## src/rtl/move_ctl.sv

```systemverilog
// MIX MOVE sequencer: copies len words src->dst ascending via a shared memory req/gnt port.
// Latency: 3*len+2 cycles start-to-done with immediate grant; each grant stall adds one cycle.
// Backpressure: requests are held stable until mem_gnt; start is ignored while busy.
// Optional range check (abort with err instead of wrapping): define MOVE_RANGE_CHECK_EN.
module move_ctl #(
    parameter int AW        = 12,
    parameter int DW        = 31,
    parameter int LW        = 6,
    parameter int MEM_WORDS = 4000
) (
    input  logic          clk,
    input  logic          rst_n,
    input  logic          start,
    input  logic [AW-1:0] src,
    input  logic [AW-1:0] dst,
    input  logic [LW-1:0] len,
    output logic          busy,
    output logic          done,
    output logic          err,
    output logic [AW-1:0] ri1_out,
    output logic          mem_req,
    output logic          mem_we,
    output logic [AW-1:0] mem_addr,
    output logic [DW-1:0] mem_wdata,
    input  logic          mem_gnt,
    input  logic [DW-1:0] mem_rdata
);

    typedef enum logic [2:0] {IDLE, RD, RWAIT, WR, FIN} state_t;

    state_t        state, state_nx;
    logic [AW-1:0] src_q, dst_q;
    logic [LW-1:0] len_q;
    logic [LW-1:0] k;
    logic [LW-1:0] k_inc;
    logic [DW-1:0] buf_q;
    logic [AW-1:0] src_k, dst_k;
    logic          abort_start;
    logic          abort_next;

    assign k_inc = k + LW'(1);
    assign src_k = src_q + AW'(k);
    assign dst_k = dst_q + AW'(k);

`ifdef MOVE_RANGE_CHECK_EN
    logic abort_q;

    // Address a+off falls outside the populated memory (evaluated one bit wider so it cannot wrap).
    function automatic logic out_of_range(input logic [AW-1:0] a, input logic [LW-1:0] off);
        return ({1'b0, a} + (AW+1)'(off)) >= (AW+1)'(MEM_WORDS);
    endfunction

    // Checked before a word's RD; its WR uses the same k, so no separate check is needed there.
    assign abort_start = out_of_range(src, '0) | out_of_range(dst, '0);
    assign abort_next  = out_of_range(src_q, k_inc) | out_of_range(dst_q, k_inc);
`else
    assign abort_start = 1'b0;
    assign abort_next  = 1'b0;
    assign err         = 1'b0;
`endif

    // Next-state and memory-port drive; port outputs follow the state so reset drops mem_req at once.
    always_comb begin
        state_nx  = state;
        mem_req   = 1'b0;
        mem_we    = 1'b0;
        mem_addr  = '0;
        mem_wdata = buf_q;
        case (state)
            IDLE: begin
                if (start) begin
                    if (len == '0 || abort_start) state_nx = FIN;
                    else                          state_nx = RD;
                end
            end
            RD: begin
                mem_req  = 1'b1;
                mem_addr = src_k;
                if (mem_gnt) state_nx = RWAIT;
            end
            RWAIT: state_nx = WR;
            WR: begin
                mem_req  = 1'b1;
                mem_we   = 1'b1;
                mem_addr = dst_k;
                if (mem_gnt) begin
                    if (k_inc == len_q || abort_next) state_nx = FIN;
                    else                              state_nx = RD;
                end
            end
            FIN:     state_nx = IDLE;
            default: state_nx = IDLE;
        endcase
    end

    // State register, operand latches, word counter, data buffer and completion outputs.
    always_ff @(posedge clk or negedge rst_n) begin
        if (!rst_n) begin
            state   <= IDLE;
            src_q   <= '0;
            dst_q   <= '0;
            len_q   <= '0;
            k       <= '0;
            buf_q   <= '0;
            busy    <= 1'b0;
            done    <= 1'b0;
            ri1_out <= '0;
`ifdef MOVE_RANGE_CHECK_EN
            err     <= 1'b0;
            abort_q <= 1'b0;
`endif
        end else begin
            state <= state_nx;
            done  <= 1'b0;
            case (state)
                IDLE: begin
                    if (start) begin
                        src_q <= src;
                        dst_q <= dst;
                        len_q <= len;
                        k     <= '0;
                        busy  <= 1'b1;
`ifdef MOVE_RANGE_CHECK_EN
                        err     <= 1'b0;
                        abort_q <= (len != '0) && abort_start;
`endif
                    end
                end
                RWAIT: buf_q <= mem_rdata;
                WR: begin
                    if (mem_gnt) begin
                        k <= k_inc;
`ifdef MOVE_RANGE_CHECK_EN
                        abort_q <= (k_inc != len_q) && abort_next;
`endif
                    end
                end
                FIN: begin
                    // k equals the number of words fully copied, which is len on a clean finish.
                    done    <= 1'b1;
                    busy    <= 1'b0;
                    ri1_out <= dst_q + AW'(k);
`ifdef MOVE_RANGE_CHECK_EN
                    err     <= abort_q;
`endif
                end
                default: ;
            endcase
        end
    end

endmodule

```

## config.mk

```make
export PLATFORM = sky130hd
export DESIGN_NAME = move_ctl
export DESIGN_NICKNAME = d
export VERILOG_FILES = /design/src/rtl/move_ctl.sv
export SDC_FILE = /design/constraint.sdc
export NUM_CORES = 1
export LEC_CHECK = 0
export CORE_ASPECT_RATIO = 0.7
export CORE_MARGIN = 2
export CORE_UTILIZATION = 51
export DETAILED_ROUTE_END_ITERATION = 16
export PLACE_DENSITY_LB_ADDON = 0.3
export SETUP_SLACK_MARGIN = 0.05
export SLEW_MARGIN = 20
export SYNTH_ARGS = -nofsm -noshare
export SYNTH_HDL_FRONTEND = slang
export SYNTH_SLANG_ARGS = --single-unit
```

## constraint.sdc

```tcl
create_clock -name clk -period 6.7 [get_ports clk]
set_clock_uncertainty 0.05 [all_clocks]
set_input_delay 1.34 -clock clk [delete_from_list [all_inputs] [get_ports clk]]
set_output_delay 1.34 -clock clk [all_outputs]
set_load 0.01 [all_outputs]
```

# [Word level (Yosys, flattened, before mapping)]
# Index checks and enable logic that the tools add are counted.
[word_totals] regBits=84 out_inout_bits=60 memories=0 inputBits=65 latchBits=0 wordCells=44 romBits=0 ram_bits=0
[classes] reduce_logical=9 shift=0 n_lt_le_gt_ge=0 eq_ne=8 n_mul=0 div_mod_pow=0 bitwise_logic=0 addsub=3 muxes=15
[op_table] operator="$add 12x6->12" count=2
[op_table] operator="$pmux 12 s2" count=1
[op_table] operator="$mux 3" count=5
[op_table] operator="$mux 6" count=2
[op_table] operator="$pmux 3 s4" count=1
[op_table] operator="$pmux 6 s2" count=1
[op_table] operator="$add 6x1->6 const B" count=1
[op_table] operator="$eq 3x2->1 const B" count=2
[op_table] operator="$eq 6x6->1" count=1
[op_table] operator="$logic_not 6->1" count=1
[op_table] operator="$ne 2x2->1 const B" count=3
[op_table] operator="$reduce_and 3->1" count=2
[op_table] operator="$mux 1" count=4
[op_table] operator="$reduce_and 2->1" count=2
[op_table] operator="$reduce_bool 2->1" count=2
[op_table] operator="$eq 3x1->1 const B" count=1
[op_table] operator="$eq 3x3->1 const B" count=1
[op_table] operator="$logic_not 3->1" count=1
[op_table] operator="$pmux 1 s2" count=1
[op_table] operator="$reduce_or 2->1" count=1

# [Logic depth before layout (Yosys ltp)]
[depth] depth_word=5 ltp_mapped=8 depth_no_buf=8

# [Worst setup path after synthesis]
# OpenSTA, ideal clock, no wires.
[synth_path] path_type="register to output" from="register k[0]" to="output mem_addr[10]" stages_incl_launch_ff=8 required_ns=5.310 t_arrival_ns=2.022 path_buffers=0 slack_ns=3.288 cell_sequence="dfrtp_1 -> ha_1 -> fa_1 -> a211oi_1 -> nor2_1 -> o31ai_1 -> xor2_1 -> o22ai_1"
[synth_between] elab_chain_len=2 elab_cells_between_ends=3 cone_classes="add/sub (2); mux (1)"
[synth_rtl] item="start: declaration" line="34" rtl="logic [LW-1:0] k;"
[synth_rtl] item="start signal: assignment" line="132" rtl="k <= k_inc;"
[synth_rtl] item="$add 12x6->12 (on tied branches)" line="43, 42"
[synth_rtl] item="$pmux 12 s2 (*)" line="69" rtl="case (state)"
[synth_rtl] item="end: declaration" line="23" rtl="output logic [AW-1:0] mem_addr,"
# Mark *: on every way between the ends. The rest lies on a longest branch, timed or not.

# [Worst setup path after layout]
[layout_path] from="register k[0]" to="output mem_addr[8]"
# Same word-level chain as after synthesis.

==> reports/qor.log <==
INFO  run_status     outcome=complete, no violations
INFO  sta            worst_pin_slew=0.826ns
INFO  drt            avgViaCountPerCell=5.45
INFO  setup_path     cp_data_required_time=5.31ns
INFO  pwr            p_total=0.00288W
INFO  clocking       numClockSinks=84
INFO  global_route   first_global_vias=3545
INFO  global_route   grt_antenna_before_repair=0
INFO  layout         drive_above_1_share=11.2%
INFO  sta            final.hold.worst_slack=0.426ns
INFO  clocking       resized_after_cts=0
INFO  layout         finalCoreUtilization=73.5%
INFO  layout         fin_nets=628
INFO  clocking       tritoncts=done
INFO  layout         layout_commonest_cell=clkdlybuf4s50_1
INFO  place          gp_congestion=0.913
INFO  floorplan      die_w=114um
INFO  logic_synthesis synthArstFlopShare=100%
INFO  logic_synthesis syn-mean-instance-area=9.97um2
INFO  global_route   grt_pass1_wl=18.0mm
INFO  place          detailed_place_hpwl=8.16mm
INFO  clocking       postCtsSetupRepairBufs=0
INFO  logic_synthesis netlist.top_cell.by_area=dfrtp_1
INFO  layout         layout.cells.most_common_list=clkdlybuf4s50_1 (122), nand2_1 (106), dfrtp_1 (84), mux2_2 (34), nor2_1 (24)
INFO  setup_path     start_to_end_type_of_the_worst_setup_path=flip-flop to output port
INFO  sta            final_count_of_negative_setup_slack_endpoints=0
INFO  logic_synthesis ys_ff_latch=84
INFO  setup_path     critical_path_peak_fanout=6
INFO  drt            route.vias.total=3565
INFO  sta            period_needed=4.54ns
INFO  run            drv_cap=0
INFO  sta            timing.slew.headroom=44.9%
INFO  layout         num_antenna_cells=0
INFO  clocking       clockBufferDepth=2
INFO  logic_synthesis yosysUniqueCellTypes=47
INFO  sta            max_freq=0.220GHz
INFO  global_route   global_route.usage.total=25.7%
INFO  drt            routedWlPerCell=17.0um
INFO  clocking       holdBufCountCts=0
INFO  floorplan      fp.dieArea=9170um2
INFO  pwr            power.ir.vdd_worst=0.243mV
INFO  setup_path     arrival=3.15ns
INFO  sta            final_hold_viol_count=0
INFO  drt            route.antenna.remaining_nets=0
INFO  drt            first_pass_iters=5
INFO  floorplan      io-pin-count=125
INFO  global_route   grt_start_max_net_pins=85
INFO  logic_synthesis post_synth_instance_area=4290um2
INFO  setup_path     crit_path_end_kind=output port
INFO  layout         filler_cell_count=576
INFO  clocking       h-tree-depth=3
INFO  floorplan      initial_core_util=53.5%
INFO  logic_synthesis netlist.area_leader.share=49.0%
INFO  floorplan      core_area=8010um2
INFO  drt            wl=11.1mm
INFO  drt            drc_marker_count_from_the_first_detailed_route_iteration=271
INFO  clocking       total_cts_buffers=9
INFO  floorplan      die_y=80.7um
INFO  sta            unrepaired_setup_endpoints_after_global_routing=false
INFO  sta            setup-tns-final=0ns
INFO  layout         flow.area_growth_from_synthesis=37.4%
INFO  min_path       worstHoldPathType=flip-flop to flip-flop
INFO  logic_synthesis netlist_instances=430
INFO  drt            remaining_drc_errors=0
INFO  logic_synthesis synth_seq_area_share=49.0%
INFO  clocking       cts-root-buf=clkbuf_16
INFO  clocking       clock_insertion_delay_worst_skew=0.34ns
INFO  logic_synthesis synth.area.top_cells=dfrtp_1 (49%), nand2_1 (9.3%), mux2_2 (8.9%)
INFO  sta            final_setup_margin=2.16ns
INFO  floorplan      fp-row-count=27
INFO  setup_path     critical_path.startpoint_type=flip-flop
INFO  pwr            power_density=489nW/um2
INFO  clocking       clk_pin_slew_worst_paths=0.07ns
INFO  place          portbufs=123
INFO  logic_synthesis synth_ff_type=dfrtp_1
INFO  logic_synthesis synth_enable_flop_cells=0
INFO  sta            fin_crit_sh=67.8%
INFO  pwr            leakage=2.66nW
INFO  sta            finalMaxSlewViolations=0
INFO  logic_synthesis synth.yosys.warnings=0
INFO  place          detailedPlace.worstSlack=2.56ns
INFO  global_route   global_route.overflow_total=0
INFO  logic_synthesis synth.net_count=510
[stage by stage]
step / instance area, um2 / cells
floorplan: 4290 / 430
global placement: 5580 / 638
detailed placement: 5580 / 638
CTS: 5880 / 654
global route: 5890 / 654
finish: 5890 / 654
[worst paths after layout]
check	slack [ns]	to	cells past startpoint	from
worst max-delay path	2.16	mem_addr[8]	8	k[0]
min in group asynchronous	0.97	src_q[8]	1	rst_n
worst min register to register	0.43	busy	2	busy
max in group asynchronous	5.10	dst_q[5]	1	rst_n
worst max register to register	4.29	ri1_out[10]	8	k[0]
worst min-delay path	0.43	busy	2	busy
[worst max-delay path, cell delays in order (launching register included)]
cell and delay [ns]:
dfrtp_1 0.48, ha_1 0.27, fa_1 0.43, a211oi_1 0.35, nor2_1 0.15, o31ai_1 0.26, xor2_1 0.11, o22ai_1 0.16
clkdlybuf4s50_1 0.58
[kinds of logic (layout without fill, tap and decap cells)]
kind of cell / after synthesis / in the layout / share of synthesized area, %
other: 1 / 1 / 0.0875
buffers and inverters: 28 / 151 / 3.09
AOI/OAI and AO/OA: 68 / 68 / 10.1
DFF: 84 / 84 / 49.0
xor gates and xnor gates: 26 / 26 / 5.31
and+or+nand+nor: 169 / 169 / 17.6
muxes: 39 / 39 / 10.1
adders and majority gates: 15 / 15 / 4.73
[report_power, final]
group | switching [W] | internal, W
registers | 0.000203 | 0.000727
logic | 0.000691 | 0.000746
clock network | 0.000212 | 0.000302
total | 0.00111 | 0.00177
[Yosys cell counts, types with 3 or more instances]
cell      number
nand2_1      106
dfrtp_1       84
mux2_2        34
nor2_1        24
xor2_1        17
o21ai_0       15
ha_1          13
a21oi_1       12
clkbuf_1       9
nand3_1        9
xnor2_1        9
nor3_1         8
o21ai_1        8
a211oi_1       7
buf_2          7
inv_1          7
o31ai_1        7
mux2i_1        5
nand4_1        5
a21o_1         4
and3_1         3
o21a_1         3
o21bai_1       3
o22ai_1        3
[routing by layer]
metal	up-vias	global-route usage [%]	wire length (um)	share of wire, %
met4	0	6.10	130	1.2
met5	-	0	0	0
li1	1704	-	-	-
met2	142	41.6	5210	47
met3	11	8.30	874	7.9
met1	1708	34.2	4900	44
[cell type report]
class | instances | area [um2] | area share [%]
clock buffers | 10 | 239 | 4.06
clock inverters | 6 | 70.1 | 1.19
inverters | 9 | 37.5 | 0.637
multi-input cells | 318 | 2060 | 35.0
flip-flops and latches | 84 | 2100 | 35.7
well taps | 101 | 126 | 2.15
repair buffers | 126 | 1250 | 21.3
[sequential cells by signal, summed over array words and instances, names as in the netlist]
name / cells
busy: 1
done: 1
dst_q: 12
k: 6
len_q: 6
mem_wdata: 31
ri1_out: 12
src_q: 12
state: 3
(Power assumes the default switching activity.)
